==> src/rtl/spike_rate_decoder_pkg.sv <==
// Shared types and defaults for the spike rate decoder.
package spike_dec_pkg;
  typedef enum logic {IDLE, COUNT} state_t;

  localparam int unsigned RATE_W_DEF = 8;
  localparam int unsigned ISI_W_DEF  = 16;

  localparam logic [RATE_W_DEF-1:0] RATE_MAX_DEF = '1;
  localparam logic [ISI_W_DEF-1:0]  ISI_MAX_DEF  = '1;
endpackage

==> src/rtl/spike_rate_decoder_if.sv <==
// Spike input / rate output bundle between the neuron wrapper and the decoder.
interface spike_rate_decoder_if #(
  parameter int unsigned RATE_W = spike_dec_pkg::RATE_W_DEF,
  parameter int unsigned ISI_W  = spike_dec_pkg::ISI_W_DEF
);
  logic              ena;
  logic              spike_in;
  logic [RATE_W-1:0] rate;
  logic              rate_valid;
  logic              overflow;
  logic [ISI_W-1:0]  isi;
  logic              isi_valid;

  modport master (output ena, spike_in,
                  input  rate, rate_valid, overflow, isi, isi_valid);
  modport slave  (input  ena, spike_in,
                  output rate, rate_valid, overflow, isi, isi_valid);
endinterface

==> src/rtl/spike_rate_decoder_edge_detect.sv <==
// Rising-edge detector on the spike level; the register runs regardless of enable.
module spike_edge_detect (
  input  logic clk,
  input  logic rst_n,
  input  logic spike_in,
  output logic spike_edge
);
  logic spike_q;

  always_ff @(posedge clk or negedge rst_n) begin
    if (!rst_n) spike_q <= 1'b0;
    else        spike_q <= spike_in;
  end

  assign spike_edge = spike_in & ~spike_q;
endmodule

==> src/rtl/spike_rate_decoder.sv <==
// Counts spike rising edges per window and publishes an 8-bit rate strobe.
// Optional inter-spike-interval measurement enabled by SPIKE_DEC_ISI_EN.
module spike_rate_decoder
  import spike_dec_pkg::*;
#(
  parameter logic [23:0] WINDOW_CYCLES = 24'd10_000_000,
  parameter int unsigned RATE_W        = RATE_W_DEF,
  parameter int unsigned ISI_W         = ISI_W_DEF
) (
  input logic                 clk,
  input logic                 rst_n,
  spike_rate_decoder_if.slave bus
);
  localparam logic [RATE_W-1:0] SPK_MAX  = '1;
  localparam logic [23:0]       WIN_LAST = WINDOW_CYCLES - 24'd1;

  state_t            state;
  logic [23:0]       win_cnt;
  logic [RATE_W-1:0] spk_cnt, spk_next;
  logic              ovf_flag, ovf_next;
  logic [RATE_W-1:0] rate_r;
  logic              rate_valid_r, overflow_r;
  logic              spike_edge;
`ifdef SPIKE_DEC_ISI_EN
  localparam logic [ISI_W-1:0] ISI_MAX = '1;
  logic [ISI_W-1:0] isi_cnt, isi_r;
  logic             isi_armed, isi_valid_r;
`endif

  spike_edge_detect u_edge (
    .clk       (clk),
    .rst_n     (rst_n),
    .spike_in  (bus.spike_in),
    .spike_edge(spike_edge)
  );

  always_comb begin
    spk_next = spk_cnt;
    ovf_next = ovf_flag;
    if (spike_edge) begin
      if (spk_cnt == SPK_MAX) ovf_next = 1'b1;
      else                    spk_next = spk_cnt + 1'b1;
    end
  end

  always_ff @(posedge clk or negedge rst_n) begin
    if (!rst_n) begin
      state        <= IDLE;
      win_cnt      <= '0;
      spk_cnt      <= '0;
      ovf_flag     <= 1'b0;
      rate_r       <= '0;
      overflow_r   <= 1'b0;
      rate_valid_r <= 1'b0;
`ifdef SPIKE_DEC_ISI_EN
      isi_cnt      <= '0;
      isi_r        <= '0;
      isi_armed    <= 1'b0;
      isi_valid_r  <= 1'b0;
`endif
    end else begin
      rate_valid_r <= 1'b0;
`ifdef SPIKE_DEC_ISI_EN
      isi_valid_r  <= 1'b0;
`endif
      case (state)
        IDLE: begin
          win_cnt  <= '0;
          spk_cnt  <= '0;
          ovf_flag <= 1'b0;
`ifdef SPIKE_DEC_ISI_EN
          isi_cnt   <= '0;
          isi_armed <= 1'b0;
`endif
          // The ena-rise cycle is already window cycle 0, so it counts its edge.
          if (bus.ena) begin
            state   <= COUNT;
            win_cnt <= 24'd1;
            spk_cnt <= spike_edge ? RATE_W'(1) : '0;
`ifdef SPIKE_DEC_ISI_EN
            if (spike_edge) begin
              isi_armed <= 1'b1;
              isi_cnt   <= ISI_W'(1);
            end
`endif
          end
        end
        COUNT: begin
          if (!bus.ena) begin
            state    <= IDLE;
            win_cnt  <= '0;
            spk_cnt  <= '0;
            ovf_flag <= 1'b0;
          end else if (win_cnt == WIN_LAST) begin
            rate_r       <= spk_next;
            overflow_r   <= ovf_next;
            rate_valid_r <= 1'b1;
            win_cnt      <= '0;
            spk_cnt      <= '0;
            ovf_flag     <= 1'b0;
          end else begin
            win_cnt  <= win_cnt + 24'd1;
            spk_cnt  <= spk_next;
            ovf_flag <= ovf_next;
          end
`ifdef SPIKE_DEC_ISI_EN
          if (!bus.ena) begin
            isi_cnt   <= '0;
            isi_armed <= 1'b0;
          end else if (spike_edge) begin
            isi_cnt   <= ISI_W'(1);
            isi_armed <= 1'b1;
            if (isi_armed) begin
              isi_r       <= isi_cnt;
              isi_valid_r <= 1'b1;
            end
          end else if (isi_cnt != ISI_MAX) begin
            isi_cnt <= isi_cnt + 1'b1;
          end
`endif
        end
        default: state <= IDLE;
      endcase
    end
  end

  assign bus.rate       = rate_r;
  assign bus.rate_valid = rate_valid_r;
  assign bus.overflow   = overflow_r;
`ifdef SPIKE_DEC_ISI_EN
  assign bus.isi        = isi_r;
  assign bus.isi_valid  = isi_valid_r;
`else
  assign bus.isi        = '0;
  assign bus.isi_valid  = 1'b0;
`endif
endmodule
==> src/flat_wrapper.sv <==
// flat-port wrapper written by rule: the top's interface ports become plain ports
module spike_rate_decoder_flat import spike_dec_pkg::*;
#(
  parameter logic [23:0] WINDOW_CYCLES = 24'd10_000_000,
  parameter int unsigned RATE_W        = RATE_W_DEF,
  parameter int unsigned ISI_W         = ISI_W_DEF
)
  (clk, rst_n, bus_ena, bus_spike_in, bus_rate, bus_rate_valid, bus_overflow, bus_isi, bus_isi_valid);
  spike_rate_decoder_if #(.RATE_W(RATE_W), .ISI_W(ISI_W)) bus_i ();
  input logic clk;
  input logic rst_n;
  input wire logic [$bits(bus_i.ena)-1:0] bus_ena;
  input wire logic [$bits(bus_i.spike_in)-1:0] bus_spike_in;
  output wire logic [$bits(bus_i.rate)-1:0] bus_rate;
  output wire logic [$bits(bus_i.rate_valid)-1:0] bus_rate_valid;
  output wire logic [$bits(bus_i.overflow)-1:0] bus_overflow;
  output wire logic [$bits(bus_i.isi)-1:0] bus_isi;
  output wire logic [$bits(bus_i.isi_valid)-1:0] bus_isi_valid;
  assign bus_i.ena = bus_ena;
  assign bus_i.spike_in = bus_spike_in;
  assign bus_rate = bus_i.rate;
  assign bus_rate_valid = bus_i.rate_valid;
  assign bus_overflow = bus_i.overflow;
  assign bus_isi = bus_i.isi;
  assign bus_isi_valid = bus_i.isi_valid;
  spike_rate_decoder #(.WINDOW_CYCLES(WINDOW_CYCLES), .RATE_W(RATE_W), .ISI_W(ISI_W)) u_core (.clk(clk), .rst_n(rst_n), .bus(bus_i));
endmodule
==> config.mk <==
export PLATFORM = sky130hd
export DESIGN_NAME = spike_rate_decoder_flat
export DESIGN_NICKNAME = d
export VERILOG_FILES = /design/src/rtl/spike_rate_decoder_pkg.sv /design/src/rtl/spike_rate_decoder_if.sv /design/src/rtl/spike_rate_decoder_edge_detect.sv /design/src/rtl/spike_rate_decoder.sv /design/src/flat_wrapper.sv
export SDC_FILE = /design/constraint.sdc
export NUM_CORES = 1
export LEC_CHECK = 0
export CORE_ASPECT_RATIO = 0.7
export CORE_MARGIN = 1
export CORE_UTILIZATION = 50
export CTS_CLUSTER_SIZE = 24
export DETAILED_ROUTE_END_ITERATION = 6
export PLACE_DENSITY = 0.79
export SLEW_MARGIN = 5
export SYNTH_ARGS = -nofsm -noshare
export SYNTH_HDL_FRONTEND = slang
export SYNTH_SLANG_ARGS = --single-unit
==> constraint.sdc <==
create_clock -name clk -period 5.82 [get_ports clk]
set_input_delay 0.873 -clock clk [delete_from_list [all_inputs] [get_ports clk]]
set_output_delay 0.873 -clock clk [all_outputs]
set_load 0.02 [all_outputs]
==> out/qor.csv, run 1 <==
stage;metric;value;unit
clock_network;cts_buffer_depth;2;
worst_setup_path;crit_chain;clkdlybuf4s50_1, nor2b_1, nand4_1, or3_1, o21ai_0, mux2i_1;
placed_design;gp_congestion;0.797;
worst_setup_path;max_stage_delay;0.46;ns
route;antenna_left;0;
min_path;min_path_type;reg -> reg;
layout;antenna_cells;0;
global_routing;grt_busiest_layer;met1;
sta;drv_slew;0;
logic_synthesis;ys_seq_area_share;49.6;%
logic_synthesis;synth_cell_types;36;
status;outcome;completed;
sta;tightest_slew;1.01;ns
global_routing;grt.met1_usage;28.1;%
route;drt_iter0_drc;124;
clock_network;clk_latency;0.29;ns
die;die_area;0.00482;mm²
sta;tns;0;ns
layout;drive_above_1_share;7.08;%
power;ir_worst_vdd;0.117;mV
global_routing;use_met3;4.19;%
worst_setup_path;startpoint;bus_spike_in;
placed_design;io_buffer_count;13;
global_routing;grt_use_total;18.5;%
logic_synthesis;postSynthAreaPerCell;10.1;µm²
die;die_y;58.4;µm
layout;stdcell_area;0.00245;mm²
layout;final_common_cell;dfrtp_1;
die;io_pins;31;
min_path;min_from;u_core.ovf_flag$_DFF_PN0_;
global_routing;grt_max_degree;46;
logic_synthesis;ys.warnings.count;0;
logic_synthesis;synth_edf_count;0;
clock_network;root_buffer;clkbuf_8;
placed_design;place_hpwl;2.64;mm
sta;slew-limit-headroom;32.7;%
power;power_leakage;0.00106;µW
worst_setup_path;path_delay_family;simple AND/OR/NAND/NOR gates;
clock_network;path_clk_slew;0.08;ns
worst_setup_path;critPathKind;in -> reg;
worst_setup_path;end_kind;flop;
global_routing;grt_pass1_vias;1364;
clock_network;h-tree-depth;2;
layout;final_nets;245;
global_routing;antenna_found_initial;0;
global_routing;grt_overflow;0;
die;die_w;82.6;µm
global_routing;use_met2;26.2;%
worst_setup_path;crit_arrival;2.65;ns
logic_synthesis;ys_seq_elements;45;
placed_design;placed_cell_area;0.00236;mm²
route;wirelength;3.90;mm
sta;setup-violations-final;0;
die;fp.coreArea;0.00435;mm²
logic_synthesis;syn_area;0.00227;mm²
route;drc_errors;0;
die;rows;20;
sta;hold_viol;0;
logic_synthesis;synthFlopType;dfrtp_1;
worst_setup_path;startpoint_type;primary input;
clock_network;cts.sinks;45;
die;initial_utilization;52.2;%
sta;finClkSkew;0.00736;ns
layout;final_cell_mix;45 x dfrtp_1, 38 x nor2_1, 17 x conb_1;
logic_synthesis;syn-instance-count;226;
clock_network;cts_buffers;5;
power;powerDensity;217;mW/mm²
clock_network;cts_setup_buffers;0;
global_routing;grt_pass1_wl;6.61;mm
clock_network;cts_tree;yes;
sta;fin_crit_sh;42.9;%
clock_network;cts_resized;0;
worst_setup_path;critical_path_required;5.98;ns
route;routedWlPerCell;13.2;µm
route;dr.pass1.iters;4;
route;routed_via_density;5.04;
worst_setup_path;reg2reg_from;u_core.win_cnt[11]$_DFF_PN0_;
sta;rsz0062_at_grt;false;
layout;syn2layout_area_growth;7.65;%
worst_setup_path;cp_num_buf_inv;1;
route;route.vias.total;1488;
clock_network;hold_buffers;0;
sta;fmax;0.401;GHz
sta;post-route-min-period;2.50;ns
worst_setup_path;slowest_stage;clkdlybuf4s50_1;
job;drv_cap;0;
logic_synthesis;synthArstFlopShare;100;%
worst_setup_path;path_max_fanout;6;
cells in the mapped netlist, types with 2 or more instances:
| cell type | instances | share of area, % |
|---|---|---|
| and2_1 | 6 | 1.7 |
| nor3_1 | 6 | 1.3 |
| o21ai_0 | 3 | 0.66 |
| mux2_4 | 3 | 2.0 |
| nor4_1 | 2 | 0.55 |
| or2_2 | 2 | 0.55 |
| and3_1 | 2 | 0.55 |
| and4_1 | 3 | 1.2 |
| nand3_1 | 6 | 1.3 |
| or4b_4 | 2 | 1.2 |
| nand2_1 | 13 | 2.1 |
| a21oi_1 | 2 | 0.44 |
| mux2i_1 | 8 | 3.5 |
| nand4_1 | 10 | 2.8 |
| xnor2_1 | 13 | 5.0 |
| nor2b_1 | 2 | 0.55 |
| dfrtp_1 | 45 | 50 |
| xor2_1 | 11 | 4.2 |
| nor2_1 | 38 | 6.3 |
| buf_4 | 17 | 5.6 |
| ha_1 | 2 | 1.1 |
| inv_1 | 13 | 2.1 |
| buf_2 | 4 | 0.88 |
cell type report:
type | instances | area, µm²
Clock buffer | 6 | 72.6
Inverter | 13 | 48.8
Timing Repair Buffer | 13 | 125
Sequential cell | 45 | 1130
Clock inverter | 2 | 10.0
Multi-Input combinational cell | 161 | 995
Tap cell | 55 | 68.8
Fill cell | 395 | 1910
worst register-to-register path, stage by stage (launching register included):
cell     delay [ns]
dfrtp_1        0.45
nor4b_1        0.42
nand4_1        0.21
nor4_4         0.34
and2b_1        0.56
mux2_4         0.35
where the power goes:
group / internal (µW) / leakage [µW] / switching, µW
logic: 5.47 / 0.000428 / 23.1
registers: 315 / 0.000590 / 2.04
clock network: 83.4 / 0.0000450 / 103
total: 403 / 0.00106 / 128
flip-flops by register name, summed over array words and instances (netlist names):
name / count
u_core.win_cnt: 24
u_core.bus.rate: 8
u_core.spk_cnt: 8
u_core.bus.overflow: 1
u_core.bus.rate_valid: 1
u_core.ovf_flag: 1
u_core.state: 1
u_core.u_edge.spike_q: 1
per-stage QoR:
step	hold slack, ns	setup WS, ns	utilization (%)	total power [µW]	std cells
finish	0.509	3.32	56.2	531	295
global route	0.521	3.10	56.2	554	295
CTS	0.511	3.34	56.2	535	295
detailed placement	0.495	3.03	54.3	352	287
global placement	0.467	3.17	54.3	351	287
floorplan	0.452	3.78	-	350	242
metal layers:
layer,vias up,routed length (µm)
met4,0,46
met2,31,1690
met5,-,0
met3,4,122
li1,737,-
met1,716,2040
kinds of logic after synthesis:
kind of cell	synth area share [%]
AO/OA/AOI/OAI	2.31
XOR/XNOR	9.25
adder cells (fa/ha/maj)	1.10
buffers and inverters	9.31
flip-flops	49.6
multiplexers	6.00
other	0.165
AND/OR/NAND/NOR	22.3
final timing paths:
path	end	slack (ns)	cells after the start
max	u_core.bus.rate[7]$_DFFE_PN0P_	3.32	6
max in group asynchronous	u_core.spk_cnt[6]$_DFF_PN0_	4.44	1
max reg2reg	u_core.bus.rate[2]$_DFFE_PN0P_	3.39	5
min	u_core.ovf_flag$_DFF_PN0_	0.51	2
min in group asynchronous	u_core.ovf_flag$_DFF_PN0_	0.74	1
min reg2reg	u_core.ovf_flag$_DFF_PN0_	0.51	2
No activity file was read; power rests on OpenSTA's default activity.
==> inputs of run 2 (changes only) <==
--- a/config.mk
+++ b/config.mk
@@ -7,10 +7,10 @@
 export LEC_CHECK = 0
 export CORE_ASPECT_RATIO = 0.7
 export CORE_MARGIN = 1
-export CORE_UTILIZATION = 50
+export CORE_UTILIZATION = 49
 export CTS_CLUSTER_SIZE = 24
 export DETAILED_ROUTE_END_ITERATION = 6
-export PLACE_DENSITY = 0.79
+export PLACE_DENSITY = 0.8
 export SLEW_MARGIN = 5
 export SYNTH_ARGS = -nofsm -noshare
 export SYNTH_HDL_FRONTEND = slang
==> constraint.sdc (replaced) <==
create_clock -name clk -period 2.1 [get_ports clk]
set_input_delay 0.315 -clock clk [delete_from_list [all_inputs] [get_ports clk]]
set_output_delay 0.315 -clock clk [all_outputs]
set_load 0.02 [all_outputs]
==> out/qor.csv, run 2 (same netlist as run 1, synthesis figures left out) <==
stage;metric;value;unit;change
status;outcome;completed;;unchanged
sta;finClkSkew;0.00219;ns;was 0.00736 ns
power;powerDensity;568;mW/mm²;was 217 mW/mm²
clock_network;cts_tree;yes;;unchanged
sta;hold_viol;0;;unchanged
route;dr.pass1.iters;4;;unchanged
clock_network;path_clk_slew;0.08;ns;about the same
sta;fin_crit_sh;95.8;%;
sta;fmax;0.497;GHz;
power;comb_power_share;6.3;%;was 5.4%
layout;syn2layout_area_growth;14.5;%;was 7.65%
sta;rsz0062_at_grt;false;;unchanged
route;antenna_left;0;;unchanged
die;initial_utilization;51.6;%;was 52.2%
sta;post-route-min-period;2.01;ns;
global_routing;grt_pass1_wl;7.07;mm;was 6.61 mm
placed_design;gp_congestion;0.793;;was 0.797
die;die_w;83.4;µm;was 82.6 µm
layout;final_cell_mix;45 x dfrtp_1, 38 x nor2_1, 17 x conb_1;;unchanged
route;drt_iter0_drc;86;;was 124
route;routedWlPerCell;13.2;µm;about the same
power;power_switching;343;µW;was 128 µW
worst_setup_path;crit_arrival;2.20;ns;was 2.65 ns
power;pwr-share-clk;34.3;%;was 35.0%
sta;layout_setup_ws;0.0878;ns;was 3.32 ns
placed_design;place_ws;0.0741;ns;was 3.03 ns
route;wirelength;4.08;mm;was 3.90 mm
clock_network;cts_buffers;5;;unchanged
die;io_pins;31;;unchanged
power;swShare;23.2;%;was 24.0%
placed_design;io_buffer_count;13;;unchanged
worst_setup_path;end_kind;flop;;unchanged
placed_design;place_hpwl;2.83;mm;was 2.64 mm
worst_setup_path;startpoint_type;flop;;was primary input
route;drc_errors;0;;unchanged
global_routing;grt_pass1_vias;1446;;was 1364
worst_setup_path;critical_path_required;2.28;ns;was 5.98 ns
global_routing;grt_use_total;19.1;%;was 18.5%
die;fp.coreArea;0.00440;mm²;was 0.00435 mm²
clock_network;root_buffer;clkbuf_8;;unchanged
die;rows;20;;unchanged
layout;final_common_cell;dfrtp_1;;unchanged
route;route.vias.total;1532;;was 1488
global_routing;antenna_found_initial;0;;unchanged
die;die_area;0.00492;mm²;was 0.00482 mm²
sta;setup-violations-final;0;;unchanged
power;power_leakage;0.00115;µW;was 0.00106 µW
global_routing;grt_overflow;0;;unchanged
clock_network;cts_setup_buffers;0;;unchanged
clock_network;clk_latency;0.29;ns;about the same
layout;fin_util;59.1;%;was 56.2%
layout;antenna_cells;0;;unchanged
clock_network;cts_buffer_depth;2;;unchanged
worst_setup_path;critPathKind;reg -> reg;;was in -> reg
global_routing;grt_max_degree;46;;unchanged
layout;final_nets;260;;was 245
layout;largest-register;u_core.win_cnt;;unchanged
sta;drv_slew;0;;unchanged
die;die_y;59.0;µm;was 58.4 µm
power;seqPwrFrac;59.3;%;was 59.6%
power;ir_worst_vdd;0.392;mV;was 0.117 mV
power;power.internal;1140;µW;was 403 µW
layout;drive_above_1_share;11.8;%;was 7.08%
clock_network;cts.sinks;45;;unchanged
route;routed_via_density;4.94;;was 5.04
worst_setup_path;path_max_fanout;10;;was 6
min_path;min_path_type;in -> reg;;was reg -> reg
clock_network;h-tree-depth;2;;unchanged
layout;largest_reg_flops;24;;unchanged
sta;tns;0;ns;unchanged
job;drv_cap;0;;unchanged
run 2: layout make-up:
cell class	instances	area [µm²]
Sequential cell	45	1130
Inverter	13	48.8
Tap cell	55	68.8
Timing Repair Buffer	28	278
Fill cell	385	1800
Multi-Input combinational cell	161	1000
Clock buffer	8	80.1
run 2: worst paths after layout:
kind,start,end,slack [ns],cells past startpoint
max reg2reg,u_core.win_cnt[9]$_DFF_PN0_,u_core.bus.rate[2]$_DFFE_PN0P_,0.09,6
min,bus_spike_in,u_core.u_edge.spike_q$_DFF_PN0_,0.49,1
min in group asynchronous,rst_n,u_core.bus.overflow$_DFFE_PN0P_,0.53,3
max in group asynchronous,rst_n,u_core.spk_cnt[1]$_DFF_PN0_,1.37,3
max,u_core.win_cnt[9]$_DFF_PN0_,u_core.bus.rate[2]$_DFFE_PN0P_,0.09,6
min reg2reg,u_core.ovf_flag$_DFF_PN0_,u_core.ovf_flag$_DFF_PN0_,0.51,2
run 2: timing repair:
action / in CTS / in global routing
endpoints found under the setup margin: 0 / 3
hold buffers: 1 / 0
hold endpoints to repair: 45 / 0
resized for setup: 0 / 1
run 2: metal layers:
| metal | GRT usage (%) | wire length (µm) |
|---|---|---|
| met2 | 26.5 | 1630 |
| met3 | 4.18 | 183 |
| met4 | 8.13 | 66 |
| met5 | 0 | 0 |
| met1 | 28.9 | 2200 |
run 2: power groups by stage:
| stage | logic, µW | registers, µW | clock network (µW) |
|---|---|---|---|
| 2_1_floorplan | 77.2 | 893 | 0 |
| 3_3_place_gp | 92.1 | 894 | 0 |
| 3_5_place_dp | 93.5 | 894 | 0 |
| 4_1_cts | 95.4 | 877 | 518 |
| 5_1_grt | 105 | 878 | 563 |
| 6_report | 93.8 | 877 | 508 |
run 2: critical path, stage by stage (launching register included):
cell,delay (ns)
dfrtp_1,0.39
and2_1,0.21
or4b_4,0.49
nor4_4,0.16
and2b_1,0.20
buf_12,0.15
mux2_4,0.30
run 2: per-stage QoR:
step,hold slack [ns],power (µW),instances,instance area (µm²)
2_1_floorplan,0.0194,970,242,2330
3_5_place_dp,0.312,988,301,2510
4_1_cts,0.484,1490,310,2600
6_report,0.486,1480,310,2600
3_3_place_gp,0.309,986,301,2510
5_1_grt,0.482,1550,310,2600
